**src/rtl/fetch_unit_if.sv**
```systemverilog
// Fetch unit bus: memory port 0, redirect input and instruction handshake.
// master = fetch side, slave = memory/execute/decode side.
interface fetch_unit_if;
   logic [7:0]  MEM_ADDR;
   logic [15:0] MEM_WD;
   logic        MEM_WE;
   logic [15:0] MEM_RD;
   logic        BR_TAKEN;
   logic [7:0]  BR_TARGET;
   logic [15:0] INSTR;
   logic [7:0]  INSTR_PC;
   logic        INSTR_VALID;
   logic        INSTR_READY;

   modport master (
      output MEM_ADDR, MEM_WD, MEM_WE,
      input  MEM_RD,
      input  BR_TAKEN, BR_TARGET,
      output INSTR, INSTR_PC, INSTR_VALID,
      input  INSTR_READY
   );

   modport slave (
      input  MEM_ADDR, MEM_WD, MEM_WE,
      output MEM_RD,
      output BR_TAKEN, BR_TARGET,
      input  INSTR, INSTR_PC, INSTR_VALID,
      output INSTR_READY
   );
endinterface

```
**src/rtl/fetch_unit.sv**
```systemverilog
// Instruction fetch: PC, one outstanding read, 2-entry instruction buffer.
// Optional macro FETCH_STALL_CNT_EN adds a saturating STALL_CNT output.
module fetch_unit #(
   parameter logic [7:0] RESET_PC = 8'h00
) (
   input  logic         CLK,
   input  logic         RST,
`ifdef FETCH_STALL_CNT_EN
   output logic [15:0]  STALL_CNT,
`endif
   fetch_unit_if.master bus
);

   typedef enum logic [1:0] {
      EMPTY = 2'd0,
      ONE   = 2'd1,
      FULL  = 2'd2
   } state_t;

   state_t      state_q;
   state_t      state_d;
   logic [7:0]  pc_q;
   logic [7:0]  iss_pc_q;
   logic        inflight_q;
   logic [7:0]  ent_pc  [2];
   logic [15:0] ent_ins [2];

   logic        br;
   logic        valid;
   logic        deq;
   logic        enq;
   logic        issue;
   logic        wr_hi;
   logic [1:0]  cnt;
   logic [2:0]  occ;

   // Handshake decode, issue decision and buffer write slot
   always_comb begin
      br    = bus.BR_TAKEN;
      valid = (state_q != EMPTY);
      deq   = valid & bus.INSTR_READY;
      enq   = inflight_q & ~br;
      cnt   = state_q;
      occ   = {1'b0, cnt} + {2'b0, inflight_q} - {2'b0, deq};
      issue = br | (occ < 3'd2);
      wr_hi = ((state_q == ONE) & ~deq) | (state_q == FULL);
   end

   // Occupancy FSM register
   always_ff @(posedge CLK) begin
      if (RST) state_q <= EMPTY;
      else     state_q <= state_d;
   end

   // Occupancy next state; a redirect flushes the buffer
   always_comb begin
      state_d = state_q;
      if (br) begin
         state_d = EMPTY;
      end else begin
         unique case (state_q)
            EMPTY: if (enq) state_d = ONE;
            ONE: begin
               if (enq & ~deq)      state_d = FULL;
               else if (~enq & deq) state_d = EMPTY;
            end
            FULL: if (deq & ~enq)   state_d = ONE;
            default: state_d = EMPTY;
         endcase
      end
   end

   // PC, issued address and outstanding-read flag
   always_ff @(posedge CLK) begin
      if (RST) begin
         pc_q       <= RESET_PC;
         iss_pc_q   <= RESET_PC;
         inflight_q <= 1'b0;
      end else if (br) begin
         pc_q       <= bus.BR_TARGET + 8'd1;
         iss_pc_q   <= bus.BR_TARGET;
         inflight_q <= 1'b1;
      end else if (issue) begin
         pc_q       <= pc_q + 8'd1;
         iss_pc_q   <= pc_q;
         inflight_q <= 1'b1;
      end else begin
         inflight_q <= 1'b0;
      end
   end

   // Buffer storage: pop shifts toward the head, push lands behind it
   always_ff @(posedge CLK) begin
      if (deq) begin
         ent_pc[0]  <= ent_pc[1];
         ent_ins[0] <= ent_ins[1];
      end
      if (enq) begin
         if (wr_hi) begin
            ent_pc[1]  <= iss_pc_q;
            ent_ins[1] <= bus.MEM_RD;
         end else begin
            ent_pc[0]  <= iss_pc_q;
            ent_ins[0] <= bus.MEM_RD;
         end
      end
   end

   // Output drive: read-only memory port and buffer head
   always_comb begin
      bus.MEM_ADDR    = br ? bus.BR_TARGET : pc_q;
      bus.MEM_WD      = 16'h0000;
      bus.MEM_WE      = 1'b0;
      bus.INSTR_VALID = valid;
      bus.INSTR       = valid ? ent_ins[0] : 16'h0000;
      bus.INSTR_PC    = valid ? ent_pc[0]  : 8'h00;
   end

`ifdef FETCH_STALL_CNT_EN
   // Saturating count of cycles with no instruction offered
   always_ff @(posedge CLK) begin
      if (RST)
         STALL_CNT <= 16'h0000;
      else if (!valid && STALL_CNT != 16'hFFFF)
         STALL_CNT <= STALL_CNT + 16'd1;
   end
`endif

endmodule

```
**src/flat_wrapper.sv**
```systemverilog
// flat-port wrapper written by rule: the top's interface ports become plain ports
module fetch_unit_flat 
#(
   parameter logic [7:0] RESET_PC = 8'h00
)
  (CLK, RST, bus_MEM_ADDR, bus_MEM_WD, bus_MEM_WE, bus_MEM_RD, bus_BR_TAKEN, bus_BR_TARGET, bus_INSTR, bus_INSTR_PC, bus_INSTR_VALID, bus_INSTR_READY);
  fetch_unit_if bus_i ();
  input  logic CLK;
  input  logic RST;
  output wire logic [$bits(bus_i.MEM_ADDR)-1:0] bus_MEM_ADDR;
  output wire logic [$bits(bus_i.MEM_WD)-1:0] bus_MEM_WD;
  output wire logic [$bits(bus_i.MEM_WE)-1:0] bus_MEM_WE;
  input wire logic [$bits(bus_i.MEM_RD)-1:0] bus_MEM_RD;
  input wire logic [$bits(bus_i.BR_TAKEN)-1:0] bus_BR_TAKEN;
  input wire logic [$bits(bus_i.BR_TARGET)-1:0] bus_BR_TARGET;
  output wire logic [$bits(bus_i.INSTR)-1:0] bus_INSTR;
  output wire logic [$bits(bus_i.INSTR_PC)-1:0] bus_INSTR_PC;
  output wire logic [$bits(bus_i.INSTR_VALID)-1:0] bus_INSTR_VALID;
  input wire logic [$bits(bus_i.INSTR_READY)-1:0] bus_INSTR_READY;
  assign bus_MEM_ADDR = bus_i.MEM_ADDR;
  assign bus_MEM_WD = bus_i.MEM_WD;
  assign bus_MEM_WE = bus_i.MEM_WE;
  assign bus_i.MEM_RD = bus_MEM_RD;
  assign bus_i.BR_TAKEN = bus_BR_TAKEN;
  assign bus_i.BR_TARGET = bus_BR_TARGET;
  assign bus_INSTR = bus_i.INSTR;
  assign bus_INSTR_PC = bus_i.INSTR_PC;
  assign bus_INSTR_VALID = bus_i.INSTR_VALID;
  assign bus_i.INSTR_READY = bus_INSTR_READY;
  fetch_unit #(.RESET_PC(RESET_PC)) u_core (.CLK(CLK), .RST(RST), .bus(bus_i));
endmodule
```
**config.mk**
```make
export PLATFORM = sky130hd
export DESIGN_NAME = fetch_unit_flat
export DESIGN_NICKNAME = d
export VERILOG_FILES = /design/src/rtl/fetch_unit_if.sv /design/src/rtl/fetch_unit.sv /design/src/flat_wrapper.sv
export SDC_FILE = /design/constraint.sdc
export NUM_CORES = 1
export LEC_CHECK = 0
export CORE_AREA = 2 2 87 89
export CTS_CLUSTER_SIZE = 16
export DETAILED_ROUTE_END_ITERATION = 10
export DIE_AREA = 0 0 89 91
export GPL_ROUTABILITY_DRIVEN = 0
export PLACE_DENSITY = 0.75
export SLEW_MARGIN = 20
export SYNTH_ARGS = -nofsm -noshare
export SYNTH_HDL_FRONTEND = slang
export SYNTH_SLANG_ARGS = --single-unit
```
**constraint.sdc**
```tcl
create_clock -name CLK -period 3.3 [get_ports CLK]
set_input_delay 0.66 -clock CLK [delete_from_list [all_inputs] [get_ports CLK]]
set_output_delay 0.66 -clock CLK [all_outputs]
set_load 0.02 [all_outputs]
```
After elaboration in Yosys (flattened, before gate mapping)
Memories as Yosys holds them, arrays and structs flattened.
Cells that the tools add are included.
{"block": "op_classes", "eq_ne": 5, "addsub": 4, "n_lt_le_gt_ge": 1, "n_mux": 24, "n_bitwise": 12, "n_reduce_logical": 5}
{"operator": "8-bit 2-to-1 mux", "count": 7}
{"operator": "16-bit 2-to-1 mux", "count": 2}
{"operator": "8-bit by 1-bit adder with 8-bit output (second input constant)", "count": 2}
{"operator": "1-bit 2-to-1 mux", "count": 10}
{"operator": "2-bit 2-to-1 mux", "count": 4}
{"operator": "2-bit case mux with 3 select lines", "count": 1}
{"operator": "1-bit AND", "count": 5}
{"operator": "1-bit bitwise OR", "count": 4}
{"operator": "2-bit nonzero test", "count": 2}
{"operator": "2-bit by 1-bit adder with 3-bit output", "count": 1}
{"operator": "3-bit by 2-bit less-than comparator with 1-bit output (second input constant)", "count": 1}
{"operator": "3-bit inequality test (second input constant)", "count": 1}
{"operator": "1-bit inverter", "count": 3}
{"operator": "3-bit AND reduction", "count": 1}
{"operator": "3-bit by 1-bit subtractor with 3-bit output", "count": 1}
{"operator": "2-bit by 1-bit equality test with 1-bit output (second input constant)", "count": 1}
{"operator": "2-bit equality test (second input constant)", "count": 1}
{"operator": "2-bit logical NOT", "count": 1}
{"operator": "2-bit by 1-bit inequality test with 1-bit output (second input constant)", "count": 1}
{"operator": "2-bit inequality test (second input constant)", "count": 1}
{"operator": "2-bit OR reduction", "count": 1}
{"block": "word_totals", "reg_bits": 19, "ram_bits": 48, "elab_cells": 57, "output_inout_bits": 50, "memories": 2}
{"name": "u_core.ent_ins", "depth": 2, "width": 16, "read_ports": 2, "rd_clocked_by_memory_dff": 0, "wr": 2, "line_no": "fetch_unit.sv:26", "text": "logic [15:0] ent_ins [2];"}
{"name": "u_core.ent_pc", "depth": 2, "width": 8, "read_ports": 2, "rd_clocked_by_memory_dff": 0, "wr": 2, "line_no": "fetch_unit.sv:25", "text": "logic [7:0] ent_pc [2];"}

Depth between registers and ports, before layout
{"block": "depth", "depth_word": 9, "depth_mapped": 11}

Least setup slack after synthesis
Ideal clock, no wire load.
{"block": "synth_path", "path_type": "input to register", "startpoint": "in bus_INSTR_READY", "endpoint": "mem u_core.ent_ins[1][0], enable pin", "arrival_ps": 2893, "n_path_buf": 0, "setup_slack_ps": -33, "setup_time_ps": 440, "cell_stages": 3, "t_required_ps": 2860, "path_cell_list": "nand2b_1 > o21ai_1 > nor3b_1"}
{"element": "start, declared", "line_no": "flat_wrapper.sv:19", "text": "input wire logic [$bits(bus_i.INSTR_READY)-1:0] bus_INSTR_READY;"}
{"element": "end, declared", "line_no": "fetch_unit.sv:26"}

Worst setup path in the final report
{"block": "layout_path", "startpoint": "in bus_BR_TAKEN", "endpoint": "out bus_MEM_ADDR[7]"}
{"block": "layout_between", "elab_chain_len": 1}
{"element": "start, declared", "line_no": "flat_wrapper.sv:14", "text": "input wire logic [$bits(bus_i.BR_TAKEN)-1:0] bus_BR_TAKEN;"}
{"element": "8-bit 2-to-1 mux", "line_no": "fetch_unit.sv:111", "text": "bus.MEM_ADDR = br ? bus.BR_TARGET : pc_q;"}
{"element": "end, declared", "line_no": "flat_wrapper.sv:10", "text": "output wire logic [$bits(bus_i.MEM_ADDR)-1:0] bus_MEM_ADDR;"}
Every way passes these cells.

==> flow_metrics.tcl <==
set metrics [dict create \
    holdBufCountCts 0 \
    worstPathRequired_ns 2.64 \
    drc 0 \
    routed_via_density 4.78 \
    grt_max_degree 28 \
    ff2ff_setup_slack_ns 0.78 \
    worstHoldPathType "reg -> reg" \
    syn-instance-count 244 \
    synth.cell_area_um2 3100 \
    synthFlopType "edfxtp_1" \
    power.density_nw_per_um2 513 \
    placedCellCount 401 \
    hold_viol 0 \
    cpMostUsedCell "clkdlybuf4s50_1" \
    vdd_drop_max_mv 0.228 \
    cts_max_path_buffers 2 \
    cts-buffers-inserted 9 \
    min-delay-start "u_core.iss_pc_q[5]" \
    totalWireLength_um 5540 \
    finalMaxSlewViolations 0 \
    synthTopCellsByArea "edfxtp_1 (46%), dfxtp_1 (12%), mux2_2 (9.1%)" \
    io_pins 78 \
    cts.sinks 67 \
    setup.worst_path.start_class "input port" \
    yosysSeqAreaShare_pct 58.7 \
    hpwl_um 3990 \
    grt.total_usage_pct 14.2 \
    grt_pass1_vias 1878 \
    rsz0062_at_grt "false" \
    p_leak_nw 1.48 \
    cts_tree "yes" \
    stdcell_count 417 \
    hold_path_depth 0 \
    synth-edff-count 48 \
    grt_overflow 0 \
    crit_fanout 13 \
    holdPathEnd "u_core.ent_pc[1][5]" \
    slew_headroom_pct 64.5 \
    initial_core_util_pct 43.5 \
    finalSetupViolations 0 \
    port_buffers 60 \
    reg2reg_to "u_core.pc_q[3]" \
    async_flop_share_pct 0 \
    path_cells "clkdlybuf4s50_1 > mux2_2 > clkdlybuf4s50_1" \
    fp-row-count 31 \
    power_mw 2.07 \
    dpl-instance-area_um2 3790 \
    path_buf_inv 2 \
    post_cts_buffers 0 \
    fmax_mhz 323 \
    core_um2 7140 \
    fin_tns_setup_ns 0 \
    cp-end-kind "output pin" \
    ant_nets 0 \
    fillers 620 \
    ctsRootBufferMaster "clkbuf_8" \
    die-area_um2 8100 \
    antenna_found_initial 0 \
    fin_skew_ns 0.00929 \
    synth_top_cell_by_area "edfxtp_1" \
    synth_warnings 0 \
    period_minus_slack_ns 3.09 \
    path_delay_family "buffers and inverters" \
    final_area_um2 4030 \
    ys_types 44 \
    fin_nets 343 \
    cp.arrival_ns 2.43 \
    via_count 1993 \
    drtPass1Iterations 4 \
    worstRegToRegCells 8 \
    wire_per_inst_um 13.3 \
    clk_pin_slew_ns 0.07 \
    tightestPinTransition_ns 0.531 \
    slowest_delay_ns 0.78 \
    grt_pass1_wl_um 8800 \
    cpMaxStageDelayCell "clkdlybuf4s50_1" \
    crit_type "in -> out" \
    holdWs_ns 0.466 \
    htree_levels 3 \
    drt_iter0_drc 64 \
    yosysTopAreaCellShare_pct 46.5 \
    cap_violations 0 \
    syn_area_per_cell_um2 12.7 \
    diodes 0 \
    fp.dieH_um 91 \
    area_growth_pct 29.9 \
    status "completed" \
    period_share_pct 93.8 \
    reg2reg_from "u_core.cnt[1]" \
    ctsResizeCount 0 \
    drive_gt1_share_pct 17.6 \
    clock_latency_ns 0.34 \
    ys_ff_latch 67 \
    die_width_um 89 \
]
layout make-up:
cell class              instances  area [µm²]  area share [%]
flip-flops and latches         67        1820            45.2
multi-input cells             157        1130            28.0
repair buffers                 70         688            17.1
clock buffers                   9         124            3.07
well taps                      99         124            3.07
clock inverters                 7         115            2.86
inverters                       8        30.0           0.745
power breakdown:
group / total, mW / internal (mW) / leakage (nW) / switching [mW]
logic: 0.287 / 0.138 / 0.756 / 0.149
registers: 0.972 / 0.951 / 0.602 / 0.0217
clock network: 0.806 / 0.500 / 0.119 / 0.305
cells by family after synthesis:
group | count (synthesis) | share of synthesized area, %
buf+inv | 36 | 7.26
xor+xnor | 6 | 1.94
flops | 67 | 58.7
fa+ha+maj | 2 | 1.05
compound gates | 28 | 6.41
mux | 33 | 11.8
simple gates | 71 | 12.7
other cells | 1 | 0.121
Yosys cell counts, types with 2 or more instances:
master     n
edfxtp_1  48
mux2_2    25
and2_1    24
buf_4     19
dfxtp_1   19
nor2_1    11
nand2_1    9
inv_1      8
nand3_1    8
a21oi_1    7
nor3_1     6
xnor2_1    5
a211oi_1   4
clkbuf_1   4
mux2_1     4
mux2i_1    4
o21ai_0    4
buf_2      3
nand2b_1   3
buf_6      2
nand3b_1   2
nand4_1    2
o21ai_1    2
flip-flops by register name, summed over array words and instances (netlist names):
register,count
u_core.ent_pc,16
u_core.ent_ins,32
u_core.cnt,2
u_core.iss_pc_q,8
u_core.inflight_q,1
u_core.pc_q,8
routing by layer:
layer,track usage (%),share of wire [%],vias up
met1,18.0,44,935
li1,-,-,978
met4,6.09,1.4,0
met3,5.18,6.9,6
met5,0,0,-
met2,21.8,47,74
worst max-delay path by stage:
stage	from	to	slack, ns	cells past startpoint
5_1_grt	bus_BR_TAKEN	bus_MEM_ADDR[7]	0.13	3
3_3_place_gp	bus_BR_TAKEN	bus_MEM_ADDR[3]	0.23	3
6_report	bus_BR_TAKEN	bus_MEM_ADDR[7]	0.21	3
3_5_place_dp	bus_BR_TAKEN	bus_MEM_ADDR[7]	0.21	3
4_1_cts	bus_BR_TAKEN	bus_MEM_ADDR[7]	0.21	3
2_1_floorplan	u_core.cnt[1]	u_core.iss_pc_q[4]	0.81	11
placed cells by master (no fill, tap or decap), types with 2 or more instances in the layout:
cell	n
o21ai_0	4
mux2_1	4
edfxtp_1	48
a21oi_1	7
dfxtp_1	19
nor3_1	6
nand2_1	9
bufinv_16	3
clkinv_1	2
conb_1	17
o21ai_1	2
clkdlybuf4s50_1	60
a211oi_1	4
nand3b_1	2
inv_1	8
xnor2_1	5
nor2_1	11
nand3_1	8
nand4_1	2
clkbuf_8	9
and2_1	24
buf_4	9
nand2b_1	3
mux2_2	25
mux2i_1	4
metrics by stage:
step / util, % / setup slack, ns
final: 56.5 / 0.206
after global routing: 56.5 / 0.130
after CTS: 56.5 / 0.206
after detailed placement: 53.1 / 0.214
after global placement: 53.1 / 0.231
after floorplan: - / 0.808
No activity file was read; power rests on OpenSTA's default activity.
